File: src/rtl/frame_sequencer_pkg.sv
// frame_sequencer_pkg: shared state type and sizing constants for the frame sequencer
package frame_sequencer_pkg;
  typedef enum logic [1:0] {IDLE, RUN, FLUSH} state_t;
  localparam int PIXEL_SIZE = 24;
  localparam int DEF_FRAME_WIDTH = 640;
  localparam int DEF_FRAME_HEIGHT = 480;
  localparam int COORD_W = 16;
endpackage

File: src/rtl/frame_sequencer_raster_counter.sv
// raster_counter: x/y raster position with enable, clear and end-of-row/end-of-frame flags
module raster_counter
  import frame_sequencer_pkg::*;
#(
  parameter int WIDTH = DEF_FRAME_WIDTH,
  parameter int HEIGHT = DEF_FRAME_HEIGHT
) (
  input  logic               clk,
  input  logic               reset_n,
  input  logic               clear,
  input  logic               en,
  output logic [COORD_W-1:0] x,
  output logic [COORD_W-1:0] y,
  output logic               last_col,
  output logic               last_pixel
);
  logic [COORD_W-1:0] x_q, x_d, y_q, y_d;
  logic last_row;
  assign last_col = x_q == COORD_W'(WIDTH - 1);
  assign last_row = y_q == COORD_W'(HEIGHT - 1);
  assign last_pixel = last_col & last_row;
  assign x = x_q;
  assign y = y_q;
  always_comb begin
    x_d = clear ? '0 : !en ? x_q : last_col ? '0 : x_q + COORD_W'(1);
    y_d = clear ? '0 : !(en & last_col) ? y_q : last_row ? '0 : y_q + COORD_W'(1);
  end
  always_ff @(posedge clk or negedge reset_n) begin
    if (!reset_n) begin
      x_q <= '0;
      y_q <= '0;
    end else begin
      x_q <= x_d;
      y_q <= y_d;
    end
  end
endmodule

File: src/rtl/frame_sequencer.sv
// frame_sequencer: feeds the pixel pipeline from a valid/ready source, flushes after each frame, tags valid results.
// Define FRAME_SEQ_STATS_EN to add the frame_count/stall_count statistics outputs.
module frame_sequencer
  import frame_sequencer_pkg::*;
#(
  parameter int FRAME_WIDTH = DEF_FRAME_WIDTH,
  parameter int FRAME_HEIGHT = DEF_FRAME_HEIGHT,
  parameter int LATENCY = FRAME_WIDTH + 2,
  parameter int CNT_W = 20
) (
  input  logic                  clk,
  input  logic                  reset_n,
  input  logic                  s_valid,
  output logic                  s_ready,
  input  logic [PIXEL_SIZE-1:0] s_data,
  output logic                  pix_en,
  output logic                  pix_hsync,
  output logic                  pix_vsync,
  output logic [PIXEL_SIZE-1:0] pix_data,
  output logic                  out_valid,
  output logic [COORD_W-1:0]    out_x,
  output logic [COORD_W-1:0]    out_y,
  output logic                  frame_done,
  output logic                  busy
`ifdef FRAME_SEQ_STATS_EN
  ,
  output logic [15:0]           frame_count,
  output logic [31:0]           stall_count
`endif
);
  if (FRAME_WIDTH < 2 || FRAME_HEIGHT < 2 || FRAME_WIDTH > 2**COORD_W || FRAME_HEIGHT > 2**COORD_W ||
      LATENCY < 1 || CNT_W < 1 || CNT_W > 62 ||
      longint'(FRAME_WIDTH) * longint'(FRAME_HEIGHT) + longint'(LATENCY) >= (longint'(1) << CNT_W)) begin : g_bad_params
    $error("frame_sequencer: illegal FRAME_WIDTH/FRAME_HEIGHT/LATENCY/CNT_W");
  end
  state_t state_q, state_d;
  logic [CNT_W-1:0] flush_cnt_q, flush_cnt_d, fill_cnt_q, fill_cnt_d;
  logic [PIXEL_SIZE-1:0] pix_data_q, pix_data_d;
  logic pix_en_q, pix_en_d, pix_hsync_q, pix_hsync_d, pix_vsync_q, pix_vsync_d;
  logic frame_done_q, frame_done_d;
  logic hs, flush_last;
  logic in_last_col, in_last_pixel, out_last_pixel, unused_out_last_col;
  logic [COORD_W-1:0] unused_in_x, unused_in_y;
  raster_counter #(.WIDTH(FRAME_WIDTH), .HEIGHT(FRAME_HEIGHT)) u_in_pos (
    .clk(clk), .reset_n(reset_n), .clear(1'b0), .en(hs),
    .x(unused_in_x), .y(unused_in_y), .last_col(in_last_col), .last_pixel(in_last_pixel)
  );
  raster_counter #(.WIDTH(FRAME_WIDTH), .HEIGHT(FRAME_HEIGHT)) u_out_pos (
    .clk(clk), .reset_n(reset_n), .clear(frame_done_d), .en(out_valid),
    .x(out_x), .y(out_y), .last_col(unused_out_last_col), .last_pixel(out_last_pixel)
  );
  always_comb begin
    s_ready = reset_n & (state_q != FLUSH);
    hs = s_valid & s_ready;
    flush_last = (state_q == FLUSH) && (flush_cnt_q == CNT_W'(LATENCY - 1));
    state_d = state_q == FLUSH ? (flush_last ? IDLE : FLUSH) : hs ? (in_last_pixel ? FLUSH : RUN) : state_q;
    flush_cnt_d = (state_q == FLUSH && !flush_last) ? flush_cnt_q + CNT_W'(1) : '0;
    pix_en_d = hs | (state_q == FLUSH);
    pix_data_d = hs ? s_data : (state_q == FLUSH) ? '0 : pix_data_q;
    pix_hsync_d = hs & in_last_col & ~in_last_pixel;
    pix_vsync_d = hs & in_last_pixel;
    out_valid = pix_en_q & (fill_cnt_q >= CNT_W'(LATENCY));
    // the final flush cycle carries the frame's last result, so it also ends the frame
    frame_done_d = out_valid & out_last_pixel;
    fill_cnt_d = frame_done_d ? '0 : fill_cnt_q + CNT_W'(pix_en_q);
  end
  always_ff @(posedge clk or negedge reset_n) begin
    if (!reset_n) begin
      state_q <= IDLE;
      flush_cnt_q <= '0;
      fill_cnt_q <= '0;
      pix_en_q <= 1'b0;
      pix_hsync_q <= 1'b0;
      pix_vsync_q <= 1'b0;
      pix_data_q <= '0;
      frame_done_q <= 1'b0;
    end else begin
      state_q <= state_d;
      flush_cnt_q <= flush_cnt_d;
      fill_cnt_q <= fill_cnt_d;
      pix_en_q <= pix_en_d;
      pix_hsync_q <= pix_hsync_d;
      pix_vsync_q <= pix_vsync_d;
      pix_data_q <= pix_data_d;
      frame_done_q <= frame_done_d;
    end
  end
  assign pix_en = pix_en_q;
  assign pix_hsync = pix_hsync_q;
  assign pix_vsync = pix_vsync_q;
  assign pix_data = pix_data_q;
  assign frame_done = frame_done_q;
  assign busy = state_q != IDLE;
`ifdef FRAME_SEQ_STATS_EN
  logic [15:0] frame_count_q, frame_count_d;
  logic [31:0] stall_count_q, stall_count_d;
  always_comb begin
    frame_count_d = frame_count_q + 16'(frame_done_d);
    stall_count_d = stall_count_q + 32'(state_q == RUN && !s_valid && stall_count_q != '1);
  end
  always_ff @(posedge clk or negedge reset_n) begin
    if (!reset_n) begin
      frame_count_q <= '0;
      stall_count_q <= '0;
    end else begin
      frame_count_q <= frame_count_d;
      stall_count_q <= stall_count_d;
    end
  end
  assign frame_count = frame_count_q;
  assign stall_count = stall_count_q;
`endif
endmodule
File: config.mk
export PLATFORM = sky130hd
export DESIGN_NAME = frame_sequencer
export DESIGN_NICKNAME = d
export VERILOG_FILES = /design/src/rtl/frame_sequencer_pkg.sv /design/src/rtl/frame_sequencer_raster_counter.sv /design/src/rtl/frame_sequencer.sv
export SDC_FILE = /design/constraint.sdc
export NUM_CORES = 1
export LEC_CHECK = 0
export CAP_MARGIN = 20
export CORE_ASPECT_RATIO = 1.25
export CORE_MARGIN = 2
export CORE_UTILIZATION = 35
export CTS_CLUSTER_DIAMETER = 80
export DETAILED_ROUTE_END_ITERATION = 8
export GPL_TIMING_DRIVEN = 1
export MAX_ROUTING_LAYER = met4
export PLACE_DENSITY_LB_ADDON = 0.15
export SLEW_MARGIN = 15
export SYNTH_ARGS = -nofsm -noshare
export SYNTH_HDL_FRONTEND = slang
export SYNTH_SLANG_ARGS = --single-unit
File: constraint.sdc
create_clock -name clk -period 2.5 [get_ports clk]
set_input_delay 0.25 -clock clk [delete_from_list [all_inputs] [get_ports clk]]
set_output_delay 0.25 -clock clk [all_outputs]
set_load 0.05 [all_outputs]
==> metrics.txt, run 1 <==
setup slack, reg-to-reg=310 ps; max-cap violations=0; GRT Resource Usage Total=16.2%; Period minus WS final=2270 ps; Cell Chain, Critical Path=nor4_1 -> nand3_1 -> o21ai_0 -> inv_2 -> buf_4; GRT overflow=0; DR pass1 iterations=4; height of the die=154 um; most frequent cell after synthesis=dfrtp_1; die area=between 15000 and 20000 um2; Comb pwr share=1.9%; YS warnings=0; Rel. slew slack=50.2%; detailed-route vias per instance=about 5.1; dpl hpwl=about 9700 um; outcome=finished, violations left; Synth Flop Type=dfrtp_1; 1st-iter DRT viols=about 340; H-Tree Depth=4; P_leak=3.62 nW; synth top area cells=dfrtp_1 53%, xor2_1 5.8%, nand2_1 5.6%; RePlAce Congestion=approximately 0.83; Switch Pwr=0.907 mW; area of the multi-input gates=2820 um2; Core Area=17600 um2; CP Capture Type=primary output; ANT cells=0; Fin Setup TNS=0 ps; critical path peak fanout=11; RR Startpoint=u_out_pos.x[7]; gate count after technology mapping=between 600 and 700; WP buf/inv=2; fin area=8120 um2; Avg Cell Area, Syn=9.69 um2; share of the synthesized area in the top cell type=53.1%; Seq/Total Area, Yosys=a little over half; Final Cycle Share=90.6%; I/O Buffers=89; WS Path Type=flop to primary output; antenna-violating nets left=0; Post-Syn Area=6310 um2; final setup fails=0; RR Endpoint=u_out_pos.y[8]; share of cells above drive strength 1=about 8%; Area Overhead vs Synth=28.6%; CTS Buf Count=17; FF/Latch Area=3350 um2; die width=124 um; total internal power=between 3 and 4 mW; Peak supply drop=0.415 mV; first-pass GRT wire length=24400 um; Synth Net Count=around 690; Final Skew=6.48 ps; drt total wl=14100 um; initial antenna violation count=0; # DRC=0; Clock Latency Late Sink=410 ps; Slowest-stage cell, CP=dfrtp_1; WP data arrival=2020 ps; CTS Hold Bufs=0; Site Rows=54; worst-margin pin slew=748 ps; setup ws final=between 200 and 250 ps; Peak Freq=0.441 GHz; Sw Share=20.1%; Synth top cells by count=134 x dfrtp_1, 95 x nand2_1, 66 x nand3_1, 63 x nor2_1, 42 x xor2_1; Layout Nets=793; CTS tree=yes; clock group share of total power=50.0%; number of synthesized flops with an enable pin=0; Synth area leader=dfrtp_1; Reg clk slew, reported paths=50 ps; RSZ-0062 raised after global routing=false; critical path data required time=2250 ps; wire per inst=14.2 um; largest net degree at the start of global routing=136; Placed Area=7580 um2; Synth cell types=39; failing checks=hold timing; Flop pwr share=48.0%; Final Util=46.2%; P per Cell Area=556 nW/um2; IO Count=90; cell family with most CP delay=simple AND/OR/NAND/NOR gates; vias=5086; Pins Over Slew Limit=0; Starting Density=a little over a third; FILL cells=~1700; hold crit path type=input pin to async pin; final hold slack=-67.4 ps; post-synthesis async set-or-reset flop share=100%; Clock Tree Buf Depth=2; slowest stage delay, CP=around 420 ps; #FFs+latches synth=134; Placement Setup Slack=320 ps; vias in the first global route=about 5200; Setup crit start kind=flop; clock root buffer=clkbuf_16; R2R depth=6; clk sink count=134; Final Hold Vio Count=48
how the worst max path moves through the flow:
stage                               from  depth (start not counted)        endpoint
after floorplan           u_out_pos.x[0]                          7  u_out_pos.y[6]
after global placement    u_out_pos.x[7]                          6  u_out_pos.y[8]
after detailed placement  u_out_pos.x[7]                          6  u_out_pos.y[8]
after CTS                 fill_cnt_q[14]                          5       out_valid
after global routing      fill_cnt_q[14]                          5       out_valid
final                     fill_cnt_q[14]                          5       out_valid
logic make-up (layout without fill, tap and decap cells):
kind of cell / after synthesis / after routing / synth area share, %
muxes: 1 / 1 / 0.178
buffers and inverters: 37 / 153 / 2.30
AOI/OAI and AO/OA: 59 / 59 / 5.83
DFF: 134 / 134 / 53.1
adders and majority gates: 8 / 8 / 1.59
and+or+nand+nor: 340 / 340 / 26.9
xor gates and xnor gates: 73 / 73 / 10.1
layout by cell type, fill, tap and decap left out, types with 2 or more instances in the layout:
cell type          n
xnor2_1           31
and4_1             7
xor2_1            42
and3_1            15
or4_1              5
nor3_1            12
inv_1             13
and2_1             5
nor2b_1            5
clkinv_2           4
nor4bb_1           2
clkdlybuf4s50_1   86
nand2b_1           3
o21ai_0           34
o211ai_4           2
buf_4             20
nand3b_1           2
o31ai_1            7
a31oi_1            3
a21oi_1            7
or2_2              2
clkbuf_8           6
nand4_1           29
nor4_1            22
dfrtp_1          134
ha_1               8
a211oi_1           2
o41ai_1            2
nand2_1           95
buf_12             3
nand3_1           66
nor2_1            63
clkbuf_16         17
clkbuf_1           2
sequential cells by signal, indices dropped and copies added (netlist names):
| signal | count |
|---|---|
| fill_cnt_q | 20 |
| flush_cnt_q | 20 |
| frame_done | 1 |
| pix_data | 24 |
| pix_en | 1 |
| pix_hsync | 1 |
| pix_vsync | 1 |
| state_q | 2 |
| u_in_pos.x | 16 |
| u_in_pos.y | 16 |
| u_out_pos.x | 16 |
| u_out_pos.y | 16 |
timing repair:
item                                    4_1_cts  5_1_grt
gates resized for setup                       0        1
pin swaps                                     1        0
hold endpoints to repair                      0        0
endpoints found under the setup margin        1        1
setup buffers                                 1        0
metrics by stage:
stage / std cells / power (mW)
after floorplan: 652 / 2.21
after global placement: 962 / 2.30
after detailed placement: 962 / 2.30
after CTS: 992 / 4.59
after global routing: 992 / 4.70
final: 992 / 4.52
power by group through the flow:
stage / combinational [mW] / clock [mW] / sequential, mW
after floorplan: 0.000484 / 0 / 2.21
after global placement: 0.0906 / 0 / 2.21
after detailed placement: 0.0912 / 0 / 2.21
after CTS: 0.0917 / 2.33 / 2.17
after global routing: 0.0991 / 2.44 / 2.17
final: 0.0867 / 2.26 / 2.17
worst reg2reg max path, cell delays in order, from the launching register on:
cell      delay [ps]
dfrtp_1          430
or4_4            560
nor4_4           210
buf_4            210
o211ai_4         140
or4_1            480
nand3_1           90
area by class of cell:
type | instances | share of cell area [%]
Clock buffer | 25 | 6.35
Clock inverter | 4 | 0.247
Multi-Input combinational cell | 481 | 34.7
Tap cell | 224 | 3.45
Timing Repair Buffer | 110 | 13.3
Inverter | 14 | 0.647
Sequential cell | 134 | 41.3
metal layers:
layer / up-vias / track usage, % / wire length, um
met5: - / - / 0
met4: 0 / 5.89 / 196
met3: 16 / 3.47 / 570
met2: 108 / 27.3 / 7160
met1: 2473 / 18.9 / 6180
li1: 2489 / - / -
Power figures use the tool's default switching activity.
==> run 2, diff against run 1 <==
--- a/config.mk
+++ b/config.mk
@@ -6,12 +6,13 @@
 export NUM_CORES = 1
 export LEC_CHECK = 0
 export CAP_MARGIN = 20
-export CORE_ASPECT_RATIO = 1.25
+export CORE_ASPECT_RATIO = 0.8
 export CORE_MARGIN = 2
-export CORE_UTILIZATION = 35
+export CORE_UTILIZATION = 52
 export CTS_CLUSTER_DIAMETER = 80
 export DETAILED_ROUTE_END_ITERATION = 8
 export GPL_TIMING_DRIVEN = 1
+export HOLD_SLACK_MARGIN = 0.02
 export MAX_ROUTING_LAYER = met4
 export PLACE_DENSITY_LB_ADDON = 0.15
 export SLEW_MARGIN = 15
==> run 2 against run 1 <==
Net effect: the run now ends clean; count of clock-buffer cells in the layout fell by 5; power rose by 4.0%; register-to-register slack got worse by 140 ps; global-route usage rose by 8.2 points; sequential share of layout area rose by 0.30 points; core utilization rose by 23 points; non-clock buffer count did not move.
==> metrics.txt, run 2 (synthesis results as in run 1) <==
P per Cell Area=583 nW/um2; FF/Latch Area=3350 um2; Peak Freq=between 0.4 and 0.5 GHz; Cell Chain, Critical Path=or4_4 -> nor4_4 -> o211ai_4 -> nor4b_1 -> xor2_1; clock root buffer=clkbuf_16; largest net degree at the start of global routing=~140; Starting Density=54.0%; final setup fails=0; GRT overflow=0; drt total wl=14300 um; slowest stage delay, CP=560 ps; # DRC=0; height of the die=103 um; vias=5233; WP data arrival=approximately 2700 ps; GRT Resource Usage Total=24.5%; outcome=finished, final reports clean; critical path data required time=2840 ps; Layout Nets=just under 800; Largest register FFs=24; area of the multi-input gates=2820 um2; RSZ-0062 raised after global routing=false; RePlAce Congestion=0.907; WS Path Type=flop to flop; Rel. slew slack=54.2%; 1st-iter DRT viols=between 400 and 500; share of cells above drive strength 1=8.17%; RR Startpoint=u_out_pos.x[7]; DR pass1 iterations=5; ANT cells=0; initial antenna violation count=0; Fin Setup TNS=0 ps; Crit. Startpoint=u_out_pos.x[7]; setup slack, reg-to-reg=170 ps; FILL cells=889; Area Overhead vs Synth=27.7%; CTS tree=yes; die width=127 um; Final Skew=7.47 ps; antenna-violating nets left=0; vias in the first global route=5100; wire per inst=15.6 um; Peak supply drop=0.556 mV; P_leak=3.63 nW; Core Area=between 10000 and 15000 um2; crit path to=u_out_pos.y[12]; Site Rows=35; detailed-route vias per instance=5.69; Setup crit start kind=flop; I/O Buffers=89; CTS Buf Count=17; worst-margin pin slew=between 600 and 700 ps; Period minus WS final=between 2000 and 2500 ps; Final Hold Vio Count=0; most frequent cells in the layout=134 x dfrtp_1, 95 x nand2_1, 86 x clkdlybuf4s50_1; Reg clk slew, reported paths=60 ps; Final Cycle Share=a little over 90%; RR Endpoint=u_out_pos.y[12]; first-pass GRT wire length=24600 um; fin cells=919; Clock Tree Buf Depth=2; Pins Over Slew Limit=0; clk sink count=134; IO Count=90; R2R depth=5; dpl hpwl=between 9000 and 10000 um; CP Capture Type=flop; Slowest-stage cell, CP=or4_4; hold crit path type=input pin to flop; die area=13000 um2; most common cell after layout, fill and taps aside=dfrtp_1; DP Cell Count=~900; critical path peak fanout=14; H-Tree Depth=4; Clock Latency Late Sink=about 420 ps; max-cap violations=0
-- run 2: cell types whose count changed in the layout (fill, tap and decap cells not counted) --
| cell | previous run | this run |
|---|---|---|
| clkbuf_8 | 6 | 2 |
| clkinv_4 | 0 | 3 |
| clkinvlp_4 | 0 | 3 |
| bufinv_16 | 0 | 2 |
| buf_12 | 3 | 2 |
| buf_4 | 20 | 21 |
| buf_6 | 1 | 0 |
| clkbuf_1 | 2 | 1 |
| dlygate4sd3_1 | 0 | 1 |
| o21ai_0 | 34 | 33 |
| o21ai_1 | 0 | 1 |
-- run 2: repair_timing --
item / in CTS / in global routing
setup endpoints to repair: 1 / 1
hold endpoints to repair: 13 / 0
setup buffers: 1 / 0
gates resized for setup: 0 / 2
pin swaps: 1 / 0
hold buffers: 1 / 0
-- run 2: area by class of cell --
class	instances	area share, %
clock buffers	20	5.67
repair buffers	110	13.3
well taps	148	2.30
multi-input cells	481	34.9
flip-flops and latches	134	41.6
clock inverters	12	1.60
inverters	14	0.652
-- run 2: metrics by stage --
step	power, mW	hold WS (ps)	setup slack, ps	area, um2	util, %
after floorplan	2.21	-45.6	8.02	6310	-
after global placement	2.30	456	270	7460	63.8
after detailed placement	2.30	461	213	7460	63.8
after CTS	4.75	344	114	8060	68.9
after global routing	4.88	354	22.6	8060	68.9
final	4.70	359	167	8060	68.9
-- run 2: power by group --
| part | internal, mW | switching (mW) |
|---|---|---|
| logic | 0.0395 | 0.0469 |
| clock network | 1.52 | 0.929 |
| registers | 2.17 | 0 |
-- run 2: worst min-delay path by stage --
stage	start	to	slack (ps)	cells past startpoint
floorplan	reset_n	fill_cnt_q[0]	-50	0
global placement	reset_n	fill_cnt_q[18]	460	2
detailed placement	reset_n	u_in_pos.y[6]	460	2
CTS	s_data[18]	pix_data[18]	340	3
global route	s_data[14]	pix_data[14]	350	3
finish	s_data[18]	pix_data[18]	360	3
-- run 2: critical path: cells and delay by family, from the launching register on --
kind | cells | cell delay [ps]
simple gates | 3 | 1380
flops | 1 | 430
compound gates | 1 | 250
xor+xnor | 1 | 190
-- run 2: layer usage --
metal	vias up	GRT usage (%)	wire, um
met5	-	-	0
met4	0	8.11	142
met3	14	5.86	711
met2	150	36.9	6780
met1	2564	33.2	6710
li1	2505	-	-
